<file path="config.mk">
export PLATFORM = sky130hd
export DESIGN_NAME = serial_parity_accumulator
export DESIGN_NICKNAME = d
export VERILOG_FILES = /design/src/rtl/serial_parity_pkg.sv /design/src/rtl/serial_parity_accumulator.sv
export SDC_FILE = /design/constraint.sdc
export NUM_CORES = 1
export LEC_CHECK = 0
export ABC_AREA = 0
export CAP_MARGIN = 20
export CORE_AREA = 2 2 39 41
export DETAILED_ROUTE_END_ITERATION = 6
export DIE_AREA = 0 0 41 43
export HOLD_SLACK_MARGIN = 0.06
export PLACE_DENSITY = 0.75
export RECOVER_POWER = 25
export SLEW_MARGIN = 10
export SYNTH_ARGS = -nofsm -noshare
export SYNTH_HDL_FRONTEND = slang
export SYNTH_SLANG_ARGS = --single-unit
</file>
<file path="constraint.sdc">
create_clock -name clk -period 1.4 [get_ports clk]
set_input_delay 0.21 -clock clk [delete_from_list [all_inputs] [get_ports clk]]
set_output_delay 0.21 -clock clk [all_outputs]
set_load 0.01 [all_outputs]
</file>
<file path="src/rtl/serial_parity_pkg.sv">
// Shared FSM encoding and frame-length limit for serial_parity_accumulator.
package serial_parity_pkg;

   typedef enum logic [1:0] {
      SPA_IDLE  = 2'd0,
      SPA_ACCUM = 2'd1,
      SPA_DONE  = 2'd2
   } spa_state_t;

   localparam int SPA_MAX_FRAME_LEN = 255;

endpackage

</file>
<file path="src/rtl/serial_parity_accumulator.sv">
// Running XOR parity over FRAME_LEN-bit serial frames, one result per frame via valid/ready.
// Define SPA_DATA_CAPTURE_EN to add out_data, the captured frame with its first bit in the LSB.
module serial_parity_accumulator
   import serial_parity_pkg::*;
#(
   parameter  int FRAME_LEN = 8,
   localparam int CNT_W     = $clog2(FRAME_LEN + 1)
) (
   input  logic                 clk,
   input  logic                 rst_n,
   input  logic                 in_valid,
   input  logic                 in_bit,
   output logic                 in_ready,
   input  logic                 abort,
   output logic                 out_valid,
   output logic                 out_parity,
   input  logic                 out_ready,
`ifdef SPA_DATA_CAPTURE_EN
   output logic [FRAME_LEN-1:0] out_data,
`endif
   output logic [CNT_W-1:0]     bit_count
);

   localparam logic [CNT_W-1:0] CNT_FULL   = CNT_W'(FRAME_LEN);
   localparam logic [CNT_W-1:0] CNT_ONE    = CNT_W'(1);
   localparam spa_state_t       FIRST_NEXT = (FRAME_LEN == 1) ? SPA_DONE : SPA_ACCUM;

   spa_state_t       state;
   logic             parity;
   logic [CNT_W-1:0] count;
   logic             xfer;
   logic             consume;

   // While a result is pending, input is accepted only when the result leaves in the same cycle.
   assign out_valid  = (state == SPA_DONE);
   assign in_ready   = (state == SPA_DONE) ? out_ready : 1'b1;
   assign xfer       = in_valid & in_ready;
   assign consume    = out_valid & out_ready;
   assign out_parity = out_valid & parity;
   assign bit_count  = count;

   always_ff @(posedge clk or negedge rst_n) begin
      if (!rst_n) begin
         state  <= SPA_IDLE;
         parity <= 1'b0;
         count  <= '0;
      end else if (abort) begin
         state  <= SPA_IDLE;
         parity <= 1'b0;
         count  <= '0;
      end else begin
         unique case (state)
            SPA_IDLE: begin
               if (xfer) begin
                  parity <= in_bit;
                  count  <= CNT_ONE;
                  state  <= FIRST_NEXT;
               end
            end
            SPA_ACCUM: begin
               if (xfer) begin
                  parity <= parity ^ in_bit;
                  count  <= count + CNT_ONE;
                  if (count + CNT_ONE == CNT_FULL) begin
                     state <= SPA_DONE;
                  end
               end
            end
            SPA_DONE: begin
               // A transfer alongside the consume opens the next frame with no bubble.
               if (consume) begin
                  if (xfer) begin
                     parity <= in_bit;
                     count  <= CNT_ONE;
                     state  <= FIRST_NEXT;
                  end else begin
                     parity <= 1'b0;
                     count  <= '0;
                     state  <= SPA_IDLE;
                  end
               end
            end
            default: begin
               state  <= SPA_IDLE;
               parity <= 1'b0;
               count  <= '0;
            end
         endcase
      end
   end

`ifdef SPA_DATA_CAPTURE_EN
   logic [FRAME_LEN-1:0] data;
   logic [CNT_W-1:0]     wr_idx;

   // A transfer in DONE always starts a new frame, so it lands in bit 0.
   assign wr_idx   = (state == SPA_DONE) ? '0 : count;
   assign out_data = data;

   always_ff @(posedge clk or negedge rst_n) begin
      if (!rst_n) begin
         data <= '0;
      end else if (abort) begin
         data <= '0;
      end else if (xfer) begin
         for (int i = 0; i < FRAME_LEN; i++) begin
            if (wr_idx == CNT_W'(i)) begin
               data[i] <= in_bit;
            end
         end
      end
   end
`endif

endmodule

</file>
==> impl_results.md, run 1 <==
* FMAX at 737 MHz
* Avg Vias per Cell at 5.34
* # rows at 14
* # diodes at 0
* Slew @ Worst Pin at 0.349 ns
* Met3 GRT Util at 5.24%
* Final Hold Vio Count at 0
* Vias in the first global route at 445
* Min Clock Period, post-route at 1.36 ns
* Main synth FF type: dfrtp_1
* Global route overflow at 0
* Tot GR Track Use at 16.3%
* CP endpoint kind: primary output
* Syn Inst Count at 56
* Layout cell share with drive strength beyond 1 at 35.9%
* Share of the synthesized area in the top cell type at 33.8%
* Syn-to-layout area delta at 38.9%
* Root Buffer: clkbuf_4
* Lkg Pwr at 0.332 nW
* Synth warnings at 0
* Routed WL at 1120 um
* CP startpoint kind: flop
* Routed vias at 502
* Worst skew pair latency at 0.27 ns
* Initial antenna violation count at 0
* Worst path top cell family by delay: buffers and inverters
* Cell area after synthesis at 518 um2
* Final Max Tran Viols at 0
* Die area at 1760 um2
* Met2 usage at 22.5%
* Worst Setup Slack, final at 0.0432 ns
* Routability cong. at 0.794
* Slowest stage cell, crit path: clkdlybuf4s50_1
* Fraction of registers with async set or reset after synthesis at 100%
* Post-synthesis sequential area ratio at 33.8%
* # H-tree levels at 1
* Power Density at 695 nW/um2
* Clock sinks at 7
* Drt drc at 0
* Power, Total at 500 uW
* Detail Route Antenna Nets at 0
* Gr busiest metal: met2
* Die width at 41 um
* Unrepaired setup endpoints after global routing: no
* Die Ht at 43 um
* Arrival time at the worst endpoint at 1.15 ns
* Outcome: finished, final reports clean
* Mapped Avg Cell Area at 9.25 um2
* Crit Path Category: flop to primary output
* CTS buffer count at 3
* # setup viols final at 0
* Crit path max fanout at 2
* Hold_buf cts at 0
* Final nets at 86
* Final period utilization at 96.9%
* I/O Buffers at 12
* Number of flops mapped to enable cells by yosys at 0
* Leading area contributor after synthesis: dfrtp_1
* Max VDD drop at 255 uV
* Largest net degree at the start of global routing at 11
* # fillers at 132
* CP max stage delay at 0.53 ns
* Average wire per standard cell at 11.9 um
* Io pins at 13
* Worst Path Buf+Inv at 1
* Synth cell types at 33
* Pre-CTS setup slack at -0.254 ns
* Pre-Repair DR Iteration Count at 4
* Max-cap violations at 0
* Type of the worst min-delay path: input pin to asynchronous set/reset pin
* CTS tree: yes
* Initial DRC count at 8
* Core Footprint at 1380 um2
* Synthesized flop and latch total at 7
* Initial Util at 37.4%
* Top cells by area, synth: dfrtp_1 34%, buf_6 4.3%, nand2_1 4.3%
* Reg clk slew, reported paths at 0.06 ns
* Cell Chain, Critical Path: clkdlybuf4s50_1
* GR Util met1 at 20.1%
* Clk buf depth at 2
* Syn_nets at 63
* Detailed Place HPWL at 843 um
* Final Skew at 0.00851 ns
* Wire length of the first global-routing pass at 1860 um
* Final hold slack at 0.279 ns
* CP required at 1.19 ns
* Slew HR at 76.7%
-- power by group --
group / switching (mW) / internal (mW) / leakage, nW
registers: 0.00982 / 0.210 / 0.0913
logic: 0.0391 / 0.0411 / 0.226
clock network: 0.0896 / 0.110 / 0.0150
-- repair_timing --
| action | CTS | global route |
|---|---|---|
| setup endpoints to repair | 6 | 3 |
| buffers inserted | 2 | 0 |
| pin swaps | 0 | 2 |
| resized for setup | 11 | 2 |
| endpoints found under the hold margin | 0 | 0 |
-- flip-flops by register name, summed over array words and instances, names as in the netlist --
register / cells
parity: 1
bit_count: 4
state: 2
-- per-layer routing --
metal  routed length, um  part of all wire, %
met3                  70                  6.3
met2                 563                   50
met5                   0                    0
met1                 452                   41
met4                  29                  2.6
-- through the flow --
step                TNS [ns]  utilization (%)  instances  cell area (um2)
floorplan                  0                -         56              518
global placement      -0.369             49.6         88              687
detailed placement    -0.376             49.6         88              687
CTS                        0             52.2         94              722
global route               0             52.0         94              719
finish                     0             52.0         94              719
-- cell usage in the layout, fill, tap and decap left out, drive strengths merged --
| cell type | count |
|---|---|
| a2111oi | 1 |
| a211oi | 1 |
| a21boi | 1 |
| a21oi | 2 |
| a22oi | 2 |
| a32oi | 1 |
| and2 | 1 |
| and2b | 1 |
| and3b | 1 |
| buf | 11 |
| clkbuf | 5 |
| clkdlybuf4s50 | 5 |
| dfrtp | 7 |
| dlygate4sd2 | 3 |
| dlygate4sd3 | 1 |
| dlymetal6s2s | 1 |
| ha | 1 |
| inv | 2 |
| mux2i | 1 |
| nand2 | 7 |
| nand2b | 2 |
| nand3 | 3 |
| nand3b | 1 |
| nor2 | 5 |
| nor2b | 1 |
| o211ai | 1 |
| o21ai | 5 |
| o22ai | 2 |
| o31ai | 1 |
| or4b | 1 |
| xor2 | 1 |
-- cell type report --
type | instances | area [um2] | share of cell area (%)
Clock buffer | 4 | 26.3 | 3.65
Inverter | 2 | 10.0 | 1.39
Multi-Input combinational cell | 43 | 302 | 41.9
Sequential cell | 7 | 178 | 24.7
Tap cell | 16 | 20.0 | 2.78
Timing Repair Buffer | 22 | 184 | 25.6
-- kinds of logic (layout without fill, tap and decap cells) --
family	count (synthesis)	after routing	share of synthesized area [%]
simple gates	23	23	26.1
flops	7	7	33.8
mux	1	1	1.93
buf+inv	6	28	7.97
compound gates	17	17	26.1
xor+xnor	1	1	1.69
fa+ha+maj	1	1	2.42
-- Yosys cell counts, types with 2 or more instances --
library cell and instances:
buf_6 2, nand2b_1 2, nand2_1 6, a21oi_1 2, o22ai_1 2, o21ai_1 2
o21ai_0 2, nor2_1 5, nand3_1 3, dfrtp_1 7
-- final timing paths --
check / start / to / slack, ns / depth (start not counted)
max: bit_count[2]$_DFFE_PN0P_ / bit_count[2] / 0.04 / 1
max in group asynchronous: rst_n / bit_count[0]$_DFFE_PN0P_ / 0.83 / 1
max reg2reg: state[0]$_DFFE_PN0P_ / bit_count[3]$_DFFE_PN0P_ / 0.06 / 4
min in group clk: bit_count[1]$_DFFE_PN0P_ / bit_count[1]$_DFFE_PN0P_ / 0.62 / 2
min reg2reg: bit_count[1]$_DFFE_PN0P_ / bit_count[1]$_DFFE_PN0P_ / 0.62 / 2
min: rst_n / state[1]$_DFFE_PN0P_ / 0.28 / 1
Note: power is estimated with default switching activity, not from simulation.
==> run 2: changes to the inputs <==
--- a/config.mk
+++ b/config.mk
@@ -11,6 +11,7 @@
 export DETAILED_ROUTE_END_ITERATION = 6
 export DIE_AREA = 0 0 41 43
 export HOLD_SLACK_MARGIN = 0.06
+export MAX_ROUTING_LAYER = met4
 export PLACE_DENSITY = 0.75
 export RECOVER_POWER = 25
 export SLEW_MARGIN = 10
==> run 2 against run 1 <==
Compared with the run above:
- design area unchanged
- fmax about the same
- register-to-register slack about the same
- clock power about the same
- sequential power about the same
- first-iteration DRC count unchanged
- clock skew about the same
- setup slack about the same
- clock-buffer cell count unchanged
- core utilization unchanged
- flip-flop and latch count unchanged
- hold slack improved by 0.0051 ns
==> impl_results.md, run 2 (synthesis gave the netlist of run 1 again) <==
* Outcome: finished, final reports clean
* Drt drc at 0 (unchanged)
* Clk buf depth at 2 (unchanged)
* Initial DRC count at 8 (unchanged)
* Most frequent cells in the layout: 10 x buf_4, 6 x nand2_1, 5 x nor2_1, 5 x dfrtp_1, 5 x clkdlybuf4s50_1
* Initial antenna violation count at 0 (unchanged)
* R2R cell count at 4 (unchanged)
* Reg clk slew, reported paths at 0.06 ns (about the same)
* Avg Vias per Cell at 5.38 (+0.80%)
* CP required at 1.19 ns (about the same)
* Die area at 1760 um2 (unchanged)
* Max-cap violations at 0 (unchanged)
* Initial Util at 37.4% (unchanged)
* # fillers at 132 (unchanged)
* Min Clock Period, post-route at 1.36 ns (-0.000164 ns)
* Tot GR Track Use at 16.7% (+0.40 points)
* Final Skew at 0.00863 ns (+0.000113 ns)
* Worst Setup SP: bit_count[2]$_DFFE_PN0P_
* Crit path max fanout at 2 (unchanged)
* Worst skew pair latency at 0.27 ns (about the same)
* Detailed Place HPWL at 843 um (unchanged)
* Hold_buf cts at 0 (unchanged)
* Vias in the first global route at 443 (-0.45%)
* Average wire per standard cell at 12.0 um (+1.1%)
* Arrival time at the worst endpoint at 1.15 ns (about the same)
* Detail Route Antenna Nets at 0 (unchanged)
* Wire length of the first global-routing pass at 1860 um (unchanged)
* Routed vias at 506 (+0.80%)
* Die width at 41 um (unchanged)
* Layout cell share with drive strength beyond 1 at 35.9% (unchanged)
* Final period utilization at 96.9% (about the same)
* Routability cong. at 0.805 (+1.4%)
* Die Ht at 43 um (unchanged)
* Worst R2R Start: state[0]$_DFFE_PN0P_
* Final Max Tran Viols at 0 (unchanged)
* CP endpoint kind: primary output
* Largest register FFs at 4 (unchanged)
* CP max stage delay at 0.53 ns (about the same)
* Power, Total at 500 uW (about the same)
* Worst path top cell family by delay: buffers and inverters
* # H-tree levels at 1 (unchanged)
* Routed WL at 1130 um (+1.1%)
* Placed inst area at 687 um2 (unchanged)
* # rows at 14 (unchanged)
* Crit Path Category: flop to primary output
* Type of the worst min-delay path: input pin to asynchronous set/reset pin
* Clock sinks at 7 (unchanged)
* FMAX at 737 MHz (about the same)
* Io pins at 13 (unchanged)
* Cell Chain, Critical Path: clkdlybuf4s50_1
* I/O Buffers at 12 (unchanged)
* Global route overflow at 0 (unchanged)
* Placed Cells at 88 (unchanged)
* Core Footprint at 1380 um2 (unchanged)
* Syn-to-layout area delta at 38.9% (unchanged)
* Max VDD drop at 256 uV (about the same)
* Worst setup path endpoint: bit_count[2]
* Final Hold Vio Count at 0 (unchanged)
* Crit path depth at 1 (unchanged)
* Pre-Repair DR Iteration Count at 4 (unchanged)
* Most common cell after layout, fill and taps aside: buf_4
* Slew @ Worst Pin at 0.361 ns (+0.0115 ns)
* CTS buffer count at 3 (unchanged)
* Reg-to-reg slack, setup at 0.07 ns (about the same)
* Footprint of the multi-input gates at 302 um2 (unchanged)
* Slew HR at 75.9% (-0.77 points)
* Root Buffer: clkbuf_4
* Worst Setup Slack, final at 0.0434 ns (+0.000164 ns)
* Slowest stage cell, crit path: clkdlybuf4s50_1
* Lkg Pwr at 0.332 nW (unchanged)
* Reg2reg end: bit_count[3]$_DFFE_PN0P_
* Post-layout util at 52.0% (unchanged)
* Unrepaired setup endpoints after global routing: no
* # setup viols final at 0 (unchanged)
* CTS tree: yes
* Pre-CTS setup slack at -0.254 ns (unchanged)
* Largest net degree at the start of global routing at 11 (unchanged)
* Final instance area at 719 um2 (unchanged)
* # diodes at 0 (unchanged)
* Final nets at 86 (unchanged)
* Power Density at 695 nW/um2 (about the same)
* Register area at 178 um2 (unchanged)
* Worst Path Buf+Inv at 1 (unchanged)
* CP startpoint kind: flop
* Layout Cells excl Fill at 94 (unchanged)
-- run 2: metrics by stage --
stage               hold slack (ns)  TNS, ns
floorplan                   -0.0856        0
detailed placement            0.508   -0.376
global route                  0.311        0
global placement              0.500   -0.369
finish                        0.285        0
CTS                           0.221        0
-- run 2: where the power goes --
group	leakage, nW	internal, mW	switching (mW)
registers	0.0913	0.210	0.00988
clock network	0.0150	0.110	0.0896
logic	0.226	0.0411	0.0393
total	0.332	0.361	0.139
-- run 2: cell type report --
| class | instances | share of cell area [%] |
|---|---|---|
| inverters | 2 | 1.39 |
| well taps | 16 | 2.78 |
| multi-input cells | 43 | 41.9 |
| repair buffers | 22 | 25.6 |
| flip-flops and latches | 7 | 24.7 |
| clock buffers | 4 | 3.65 |
-- run 2: worst min path at each step --
stage	start	endpoint	depth (start not counted)
after floorplan	rst_n	bit_count[0]$_DFFE_PN0P_	0
after global placement	rst_n	bit_count[3]$_DFFE_PN0P_	1
after detailed placement	rst_n	state[1]$_DFFE_PN0P_	1
after CTS	rst_n	state[1]$_DFFE_PN0P_	1
after global routing	rst_n	state[1]$_DFFE_PN0P_	1
final	rst_n	bit_count[3]$_DFFE_PN0P_	1
-- run 2: timing repair --
item | CTS | global route
pin swaps | 0 | 2
buffers inserted | 2 | 0
endpoints found under the setup margin | 6 | 3
resized for setup | 11 | 2
-- run 2: routing by layer --
layer	track usage, %	share of wire, %	vias up
met5	-	0	-
met4	12.0	2.6	0
met3	4.71	3.9	3
met2	22.5	49	14
met1	20.5	45	238
li1	-	-	251
